### src/rtl/wb_ram_arbiter.sv
// Two-master Wishbone B4 pipelined arbiter with an ack watchdog in front of the SRAM controller.
// Optional macro WB_ARB_ROUND_ROBIN_EN: an IDLE tie goes to the master not granted most recently.
module wb_ram_arbiter #(
    parameter int WB_ADDR_WIDTH      = 20,
    parameter int DATA_WIDTH         = 8,
    parameter int ACK_TIMEOUT_CYCLES = 16,
    parameter int MAX_OUTSTANDING    = 2
) (
    input  logic                     wb_clock_i,
    input  logic                     wb_reset_ni,
    input  logic [WB_ADDR_WIDTH-1:0] m0_wb_addr_i,
    input  logic [DATA_WIDTH-1:0]    m0_wb_data_i,
    output logic [DATA_WIDTH-1:0]    m0_wb_data_o,
    input  logic                     m0_wb_we_i,
    input  logic                     m0_wb_cycle_i,
    input  logic                     m0_wb_strobe_i,
    output logic                     m0_wb_stall_o,
    output logic                     m0_wb_ack_o,
    output logic                     m0_wb_err_o,
    input  logic [WB_ADDR_WIDTH-1:0] m1_wb_addr_i,
    input  logic [DATA_WIDTH-1:0]    m1_wb_data_i,
    output logic [DATA_WIDTH-1:0]    m1_wb_data_o,
    input  logic                     m1_wb_we_i,
    input  logic                     m1_wb_cycle_i,
    input  logic                     m1_wb_strobe_i,
    output logic                     m1_wb_stall_o,
    output logic                     m1_wb_ack_o,
    output logic                     m1_wb_err_o,
    output logic [WB_ADDR_WIDTH-1:0] s_wb_addr_o,
    output logic [DATA_WIDTH-1:0]    s_wb_data_o,
    output logic                     s_wb_we_o,
    output logic                     s_wb_cycle_o,
    output logic                     s_wb_strobe_o,
    input  logic [DATA_WIDTH-1:0]    s_wb_data_i,
    input  logic                     s_wb_stall_i,
    input  logic                     s_wb_ack_i,
    output logic [1:0]               grant_o
);
    localparam int OW = $clog2(MAX_OUTSTANDING + 1);

    typedef enum logic [1:0] {IDLE, GRANTED, ABORT} state_t;

    state_t        r_state;
    logic [1:0]    r_grant;
    logic [1:0]    r_err;
    logic [OW-1:0] r_outst;
    logic [7:0]    r_wdog;
`ifdef WB_ARB_ROUND_ROBIN_EN
    logic          r_last_m1;
`endif

    logic w_busy, w_cyc, w_stb, w_cap, w_pend, w_accept, w_timeout;
    logic w_req0, w_req1, w_pick_m1;

    assign w_busy = (r_state == GRANTED);
    assign w_cyc  = r_grant[1] ? m1_wb_cycle_i  : m0_wb_cycle_i;
    assign w_stb  = r_grant[1] ? m1_wb_strobe_i : m0_wb_strobe_i;
    assign w_cap  = (r_outst == OW'(MAX_OUTSTANDING));
    assign w_pend = (r_outst != '0);

    // Slave cyc stays up after the master drops it until every accepted strobe is acked.
    assign s_wb_cycle_o  = w_busy & (w_cyc | w_pend);
    assign s_wb_strobe_o = w_busy & w_cyc & w_stb & ~w_cap;
    assign s_wb_addr_o   = r_grant[1] ? m1_wb_addr_i : m0_wb_addr_i;
    assign s_wb_data_o   = r_grant[1] ? m1_wb_data_i : m0_wb_data_i;
    assign s_wb_we_o     = r_grant[1] ? m1_wb_we_i   : m0_wb_we_i;

    assign w_accept  = s_wb_strobe_o & ~s_wb_stall_i;
    assign w_timeout = w_pend & ~s_wb_ack_i & (r_wdog == 8'(ACK_TIMEOUT_CYCLES - 1));

    assign m0_wb_stall_o = ~(w_busy & r_grant[0]) | s_wb_stall_i | w_cap;
    assign m1_wb_stall_o = ~(w_busy & r_grant[1]) | s_wb_stall_i | w_cap;
    assign m0_wb_ack_o   = w_busy & r_grant[0] & s_wb_ack_i;
    assign m1_wb_ack_o   = w_busy & r_grant[1] & s_wb_ack_i;
    assign m0_wb_err_o   = r_err[0];
    assign m1_wb_err_o   = r_err[1];
    assign m0_wb_data_o  = s_wb_data_i;
    assign m1_wb_data_o  = s_wb_data_i;
    assign grant_o       = r_grant;

    assign w_req0 = m0_wb_cycle_i & m0_wb_strobe_i;
    assign w_req1 = m1_wb_cycle_i & m1_wb_strobe_i;
`ifdef WB_ARB_ROUND_ROBIN_EN
    assign w_pick_m1 = w_req1 & (~w_req0 | ~r_last_m1);
`else
    assign w_pick_m1 = w_req1 & ~w_req0;
`endif

    always_ff @(posedge wb_clock_i) begin
        if (!wb_reset_ni) begin
            r_state   <= IDLE;
            r_grant   <= 2'b00;
            r_err     <= 2'b00;
            r_outst   <= '0;
            r_wdog    <= 8'd0;
`ifdef WB_ARB_ROUND_ROBIN_EN
            r_last_m1 <= 1'b1;
`endif
        end else begin
            r_err <= 2'b00;
            case (r_state)
                IDLE: begin
                    if (w_req0 | w_req1) begin
                        r_state <= GRANTED;
                        r_grant <= w_pick_m1 ? 2'b10 : 2'b01;
`ifdef WB_ARB_ROUND_ROBIN_EN
                        r_last_m1 <= w_pick_m1;
`endif
                    end
                end
                GRANTED: begin
                    if (w_timeout) begin
                        r_state <= ABORT;
                        r_err   <= r_grant;
                        r_grant <= 2'b00;
                        r_outst <= '0;
                        r_wdog  <= 8'd0;
                    end else begin
                        if (!w_cyc && !w_pend) begin
                            r_state <= IDLE;
                            r_grant <= 2'b00;
                        end
                        r_wdog <= (!w_pend || s_wb_ack_i) ? 8'd0 : r_wdog + 8'd1;
                        // A stray ack with nothing outstanding is passed on but never underflows.
                        if (w_accept && !(s_wb_ack_i && w_pend))
                            r_outst <= r_outst + OW'(1);
                        else if (!w_accept && s_wb_ack_i && w_pend)
                            r_outst <= r_outst - OW'(1);
                    end
                end
                default: r_state <= IDLE;
            endcase
        end
    end
endmodule

### config.mk
export PLATFORM = sky130hd
export DESIGN_NAME = wb_ram_arbiter
export DESIGN_NICKNAME = d
export VERILOG_FILES = /design/src/rtl/wb_ram_arbiter.sv
export SDC_FILE = /design/constraint.sdc
export NUM_CORES = 1
export LEC_CHECK = 0
export ABC_AREA = 1
export ABC_CLOCK_PERIOD_IN_PS = 1800
export CORE_MARGIN = 2
export CORE_UTILIZATION = 31
export CTS_CLUSTER_SIZE = 12
export DETAILED_ROUTE_END_ITERATION = 6
export PLACE_DENSITY = 0.88
export SYNTH_ARGS = -nofsm -noshare
export SYNTH_HDL_FRONTEND = slang
export SYNTH_SLANG_ARGS = --single-unit
### constraint.sdc
create_clock -name wb_clock_i -period 1.8 [get_ports wb_clock_i]
set_input_delay 0.18 -clock wb_clock_i [delete_from_list [all_inputs] [get_ports wb_clock_i]]
set_output_delay 0.18 -clock wb_clock_i [all_outputs]
set_load 0.01 [all_outputs]
== Word-level counts from Yosys, hierarchy flattened ==
Index checks and enable logic that the tools add are counted.

* Word-level logic and storage cells: 75
* Register bits: 16
* Output and inout port bits: 55

* Muxes and demuxes: 18
* Eq/ne operators: 5
* Bitwise operators: 26
* Add/sub/neg operators: 3
* Reductions and logical operators: 18

{| class="wikitable"
|+ Operator list
! kind !! number
|-
| $mux 8 || 3
|-
| $mux 20 || 1
|-
| $mux 2 || 9
|-
| $and 1x1->1 || 14
|-
| $add 8x1->8 const B || 1
|-
| $eq 8x4->1 const B || 1
|-
| $pmux 2 s2 || 2
|-
| $not 1->1 || 6
|-
| $or 1x1->1 || 6
|-
| $reduce_and 3->1 || 2
|-
| $logic_and 1x1->1 || 5
|-
| $logic_not 1->1 || 4
|-
| $reduce_and 2->1 || 2
|-
| $reduce_bool 2->1 || 2
|-
| $mux 1 || 3
|-
| $ne 3x1->1 const B || 1
|-
| $reduce_bool 3->1 || 1
|-
| $add 2x1->2 const B || 1
|-
| $eq 2x1->1 const B || 1
|-
| $eq 2x2->1 const B || 1
|-
| $logic_not 2->1 || 1
|-
| $ne 2x2->1 const B || 1
|-
| $sub 2x1->2 const B || 1
|-
| $logic_or 1x1->1 || 1
|}

== Longest topological paths before layout ==
Gate-level depths: netlist of run 1.

* Depth after elaboration: 11
* Depth in mapped cells: 11
* Depth with buffers taken out: 11

== Worst setup path after synthesis of run 1 ==
No wires, ideal clock.

* Path type: register -> output
* Start: register r_state[0]
* End: output port m0_wb_ack_o
* Cell stages (with the launch flop): 6
* Setup slack: 518 ps
* Arrival time: 1,102 ps
* Buffers on the path: 1
* Cells stage by stage: dfxtp_1 > inv_2 > nor2_2 > buf_4 > clkinv_1 > nor3_1

* Word-level cells in the longest chain between the ends: 3

{| class="wikitable"
|+ RTL lines
! item !! line !! text
|-
| from (decl) || 43 || <nowiki>state_t r_state;</nowiki>
|-
| from (signal assigned) || 91 || <nowiki>r_state <= IDLE;</nowiki>
|-
| from (signal assigned) || 104 || <nowiki>r_state <= GRANTED;</nowiki>
|-
| from (signal assigned) || 113 || <nowiki>r_state <= ABORT;</nowiki>
|-
| $eq 2x1->1 || 55 || <nowiki>assign w_busy = (r_state == GRANTED);</nowiki>
|-
| $and 1x1->1 (2 in a row) || 73 || <nowiki>assign m0_wb_ack_o = w_busy & r_grant[0] & s_wb_ack_i;</nowiki>
|-
| to (decl) || 18 || <nowiki>output logic m0_wb_ack_o,</nowiki>
|}

Every way passes these cells.

== Final worst setup path of run 1 ==
* Start: register r_grant[1] (netlist: grant_o[1])
* End: output port s_wb_addr_o[9]

* Word-level cells in the longest chain between the ends: 1

{| class="wikitable"
|+ RTL lines
! item !! line !! text
|-
| from (decl) || 44 || <nowiki>logic [1:0] r_grant;</nowiki>
|-
| from (signal assigned) || 105 || <nowiki>r_grant <= w_pick_m1 ? 2'b10 : 2'b01;</nowiki>
|-
| $mux 20 || 64 || <nowiki>assign s_wb_addr_o = r_grant[1] ? m1_wb_addr_i : m0_wb_addr_i;</nowiki>
|-
| to (decl) || 29 || <nowiki>output logic [WB_ADDR_WIDTH-1:0] s_wb_addr_o,</nowiki>
|}

Every way passes these cells.

==> results of run 1 <==
[cell type report]
type | count | area (um2)
Sequential cell | 16 | 325
Clock buffer | 3 | 41.3
Timing Repair Buffer | 113 | 1150
Fill cell | 370 | 1840
Tap cell | 52 | 65.1
Inverter | 24 | 92.6
Multi-Input combinational cell | 186 | 845
[cell families (layout without fill, tap and decap cells)]
logic type               Yosys count  count (layout)  synth area share
buffers and inverters             48             140             0.175
flip-flops                        16              16             0.228
AND/OR/NAND/NOR                  162             162             0.492
adder cells (fa/ha/maj)            1               1           0.00890
XOR/XNOR                           2               2            0.0125
AO/OA/AOI/OAI                     21              21            0.0846
[flip-flops by register name, indices dropped and copies added, names as in the netlist]
name,count
r_state,2
r_outst,2
r_err,2
r_wdog,8
grant_o,2
[metrics by stage]
stage / total power [uW] / cells
finish: 1120 / 394
global route: 1180 / 394
CTS: 1120 / 393
detailed placement: 843 / 388
global placement: 836 / 388
floorplan: 575 / 250
[what timing repair did]
action | CTS | global route
pin swaps | 1 | 0
gates resized for setup | 7 | 5
cloned | 0 | 1
buffers inserted | 2 | 0
setup endpoints to repair | 33 | 28
[worst paths after layout]
check             cells after the start  slack, ns           start               to
hold / removal                        0       0.36  s_wb_data_i[1]  m0_wb_data_o[1]
setup / recovery                      5       0.06      grant_o[1]   s_wb_addr_o[9]
setup reg to reg                      9       0.36       r_wdog[1]        r_wdog[3]
hold reg to reg                       2       0.47      grant_o[0]         r_err[0]
[placed cells by master (no fill, tap or decap), types with 5 or more instances in the layout]
cell type	n
dfxtp_1	14
o21ai_0	5
buf_4	6
nand2_1	120
nand3_1	9
a21oi_1	10
clkdlybuf4s50_1	100
nor2_1	12
inv_1	18
[where the power goes]
group,internal [uW],switching [uW]
combinational,293,197
sequential,361,7.40
clock,148,118
total,802,323
[metal layers]
metal / up-vias / track usage
met5: - / 0
met4: 0 / 0.0922
met3: 18 / 0.0380
met2: 87 / 0.317
met1: 797 / 0.208
li1: 943 / -
==> results_dict.tcl, run 1 <==
set metrics [dict create \
    outcome "finished clean" \
    drv_cap 0 \
    worst-path-buf-inv 3 \
    ys_seq_area_frac 0.228 \
    synth_area_um2 1410 \
    synth.area.top_cells "nand2_1, dfxtp_1, buf_4, inv_1, a21oi_1" \
    wl_met1_um 1840 \
    crit_family "buffers and inverters" \
    synth_warnings 0 \
    cts_buffers 3 \
    hold_slack_ns 0.360 \
    wl_met3_um 380 \
    top_layer "met4" \
    nets 419 \
    period_minus_slack_ns 1.74 \
    tns_ns 0 \
    postRouteAntennaNets 0 \
    first_iter_violations 51 \
    ys_types 29 \
    synth.avg_cell_area_um2 5.62 \
    finalInstanceArea_um2 2520 \
    grt_max_degree 32 \
    grt_pass1_wl_um 7570 \
    syn_nets 325 \
    synth_top_area_frac 0.321 \
    synthArstFlopShare 0 \
    synth_commonest_cells "nand2_1, inv_1, buf_4" \
    wl_um 4970 \
    vias_per_cell 4.68 \
    pwr_density_cell_nw_per_um2 447 \
    synth_top_cell_by_area "nand2_1" \
    dr.pass1.iters 4 \
    netlist_instances 250 \
    gr-total-overflow 0 \
    place_ws_ns 0.0106 \
    die_y_um 71.3 \
    max_slew_margin 0.766 \
    root_buffer "clkbuf_8" \
    worstPathRequired_ns 1.62 \
    post-route-period-util 0.968 \
    die-area_um2 5090 \
    fmaxAchievable_mhz 574 \
    io_pins 129 \
    areaGrowthSynthToFinish_pct 79.3 \
    hold_class "in2out" \
    holdBufCountCts 0 \
    final-hold-violation-count 0 \
    htreeDepth 1 \
    rsz0062_at_grt "no" \
    worst_pin_slew_ns 0.348 \
    core-area_um2 4350 \
    clkSinkCount 16 \
    grtUsageTotal 0.181 \
    utilization 0.578 \
    final_max_slew_viol_count 0 \
    synthFlopType "dfxtp_1" \
    wire_per_inst_um 12.6 \
    fin_ws_ns 0.0572 \
    critPathCaptureType "output port" \
    placed_cell_area_um2 2410 \
    cts_tree "built" \
    yosysMostFrequentCell "nand2_1" \
    antenna_cells 0 \
    finalSetupViolCount 0 \
    slowest_stage "clkdlybuf4s50_1" \
    cp_common_cell "nand2_1" \
    rows 24 \
    vias 1845 \
    io_buffers 104 \
    insertion_delay_ns 0.25 \
    start_kind "register" \
    synth_seq_cells 16 \
    clockBufferDepth 2 \
    irDropWorstVdd_v 0.000264 \
    start_util 0.323 \
    critPathKind "reg2out" \
    gp_congestion 0.876 \
    worstPathArrival_ns 1.56 \
    clock_skew_ns 0.00162 \
    path_cells "inv_4 -> buf_12 -> nand2_1 -> nand2_1 -> clkdlybuf4s50_1" \
    drive_gt1_frac 0.0936 \
    post-dp-hpwl_um 3940 \
    critical_path.max_stage_delay_ns 0.55 \
    antenna_found_initial 0 \
    leakage_uw 0.00116 \
    drcViolationCount 0 \
    wl_met2_um 2610 \
    grt_pass1_vias 1783 \
    die_w_um 71.3 \
    crit_fanout 16 \
    clkSlewWorstSetupHoldPaths_ns 0.06 \
    synth_edf_count 0 \
]
No activity file was read; power rests on OpenSTA's default activity.
==> run 2: changes to the inputs <==
--- a/config.mk
+++ b/config.mk
@@ -11,7 +11,7 @@
 export CORE_UTILIZATION = 31
 export CTS_CLUSTER_SIZE = 12
 export DETAILED_ROUTE_END_ITERATION = 6
-export PLACE_DENSITY = 0.88
+export PLACE_DENSITY = 0.82
 export SYNTH_ARGS = -nofsm -noshare
 export SYNTH_HDL_FRONTEND = slang
 export SYNTH_SLANG_ARGS = --single-unit
==> results_dict.tcl, run 2 (synthesis gave the netlist of run 1 again) <==
set metrics [dict create \
    antenna_cells 0 \
    io_pins 129 \
    largest_register_ff_count 8 \
    grt_pass1_vias 1764 \
    die_w_um 71.3 \
    postRouteAntennaNets 0 \
    critPathCaptureType "output port" \
    layout_common_cells "nand2_1, clkdlybuf4s50_1, inv_1" \
    drv_cap 0 \
    final_common_cell "nand2_1" \
    hold_class "in2out" \
    start_util 0.323 \
    cts_tree "built" \
    dr.pass1.iters 4 \
    nets 421 \
    die_y_um 71.3 \
    io_buffers 104 \
    first_iter_violations 122 \
    die-area_um2 5090 \
    grtUsageTotal 0.182 \
    worstPathArrival_ns 1.55 \
    outcome "finished clean" \
    fmaxAchievable_mhz 576 \
    start_kind "register" \
    insertion_delay_ns 0.25 \
    cts_buffers 3 \
    wire_per_inst_um 12.0 \
    wl_um 4750 \
    worst_pin_slew_ns 0.298 \
    worstPathRequired_ns 1.62 \
    final_max_slew_viol_count 0 \
    finalSetupViolCount 0 \
    rows 24 \
    top_register "r_wdog" \
    pwr_density_cell_nw_per_um2 458 \
    max_slew_margin 0.800 \
    clockBufferDepth 2 \
    holdBufCountCts 0 \
    antenna_found_initial 0 \
    irDropWorstVdd_v 0.000245 \
    post-dp-hpwl_um 3990 \
    htreeDepth 1 \
    grt_pass1_wl_um 7550 \
    gp_congestion 0.836 \
    drcViolationCount 0 \
    vias 1808 \
    vias_per_cell 4.55 \
    rsz0062_at_grt "yes" \
    post-route-period-util 0.964 \
    final-hold-violation-count 0 \
    clock_skew_ns 0.00132 \
    utilization 0.581 \
    grt_max_degree 21 \
    leakage_uw 0.00120 \
    finalPower_uw 1160 \
    root_buffer "clkbuf_8" \
    drive_gt1_frac 0.104 \
    crit_fanout 17 \
    tns_ns 0 \
    clkSlewWorstSetupHoldPaths_ns 0.06 \
    core-area_um2 4350 \
    clkSinkCount 16 \
    critPathKind "reg2out" \
    period_minus_slack_ns 1.73 \
    gr-total-overflow 0 \
    areaGrowthSynthToFinish_pct 80.0 \
    fin_ws_ns 0.0652 \
    place_ws_ns 0.0156 \
]
[run 2: changes by cell type in the layout (fill, tap and decap cells not counted), sizes merged]
cell	change
clkdlybuf4s50	-5
buf	+3
dlymetal6s2s	+5
[run 2: per-stage QoR]
stage	instances	area [um2]	hold WS, ns
finish	397	2530	0.360
global route	397	2530	0.360
CTS	397	2510	0.360
detailed placement	390	2420	0.360
global placement	390	2420	0.360
floorplan	250	1410	0.278
[run 2: what timing repair did]
action / in CTS / in global routing
pin swaps: 1 / 0
endpoints found under the setup margin: 28 / 15
setup buffers: 3 / 0
gates resized for setup: 8 / 9
[run 2: critical path, stage by stage (launching register included)]
cell and delay [ns]:
dfxtp_2 0.35, inv_2 0.10, buf_6 0.17, nand2_1 0.07, nand2_1 0.07, clkdlybuf4s50_1 0.54
[run 2: layer usage]
metal	share of wire	vias up	wire (um)	GRT usage
met4	0.0080	0	38	0.0377
met1	0.40	792	1900	0.206
met3	0.056	6	266	0.0436
met2	0.54	64	2550	0.344
li1	-	946	-	-
met5	0	-	0	0
[run 2: path summary, 6_finish.rpt]
kind | cells past startpoint | from | slack [ns] | to
hold reg to reg | 2 | r_wdog[6] | 0.48 | r_wdog[6]
setup / recovery | 5 | grant_o[1] | 0.07 | s_wb_data_o[1]
setup reg to reg | 10 | r_wdog[0] | 0.33 | r_wdog[5]
hold / removal | 0 | s_wb_data_i[0] | 0.36 | m1_wb_data_o[0]
[run 2: cell type report]
cell class | count | area, um2
Timing Repair Buffer | 115 | 1150
Sequential cell | 16 | 324
Fill cell | 379 | 1830
Tap cell | 52 | 65.1
Multi-Input combinational cell | 186 | 845
Inverter | 24 | 90.1
Clock buffer | 4 | 55.1
[run 2: where the power goes]
part | total, uW | switching, uW | internal [uW]
combinational | 475 | 189 | 286
sequential | 370 | 7.90 | 362
clock | 313 | 119 | 194
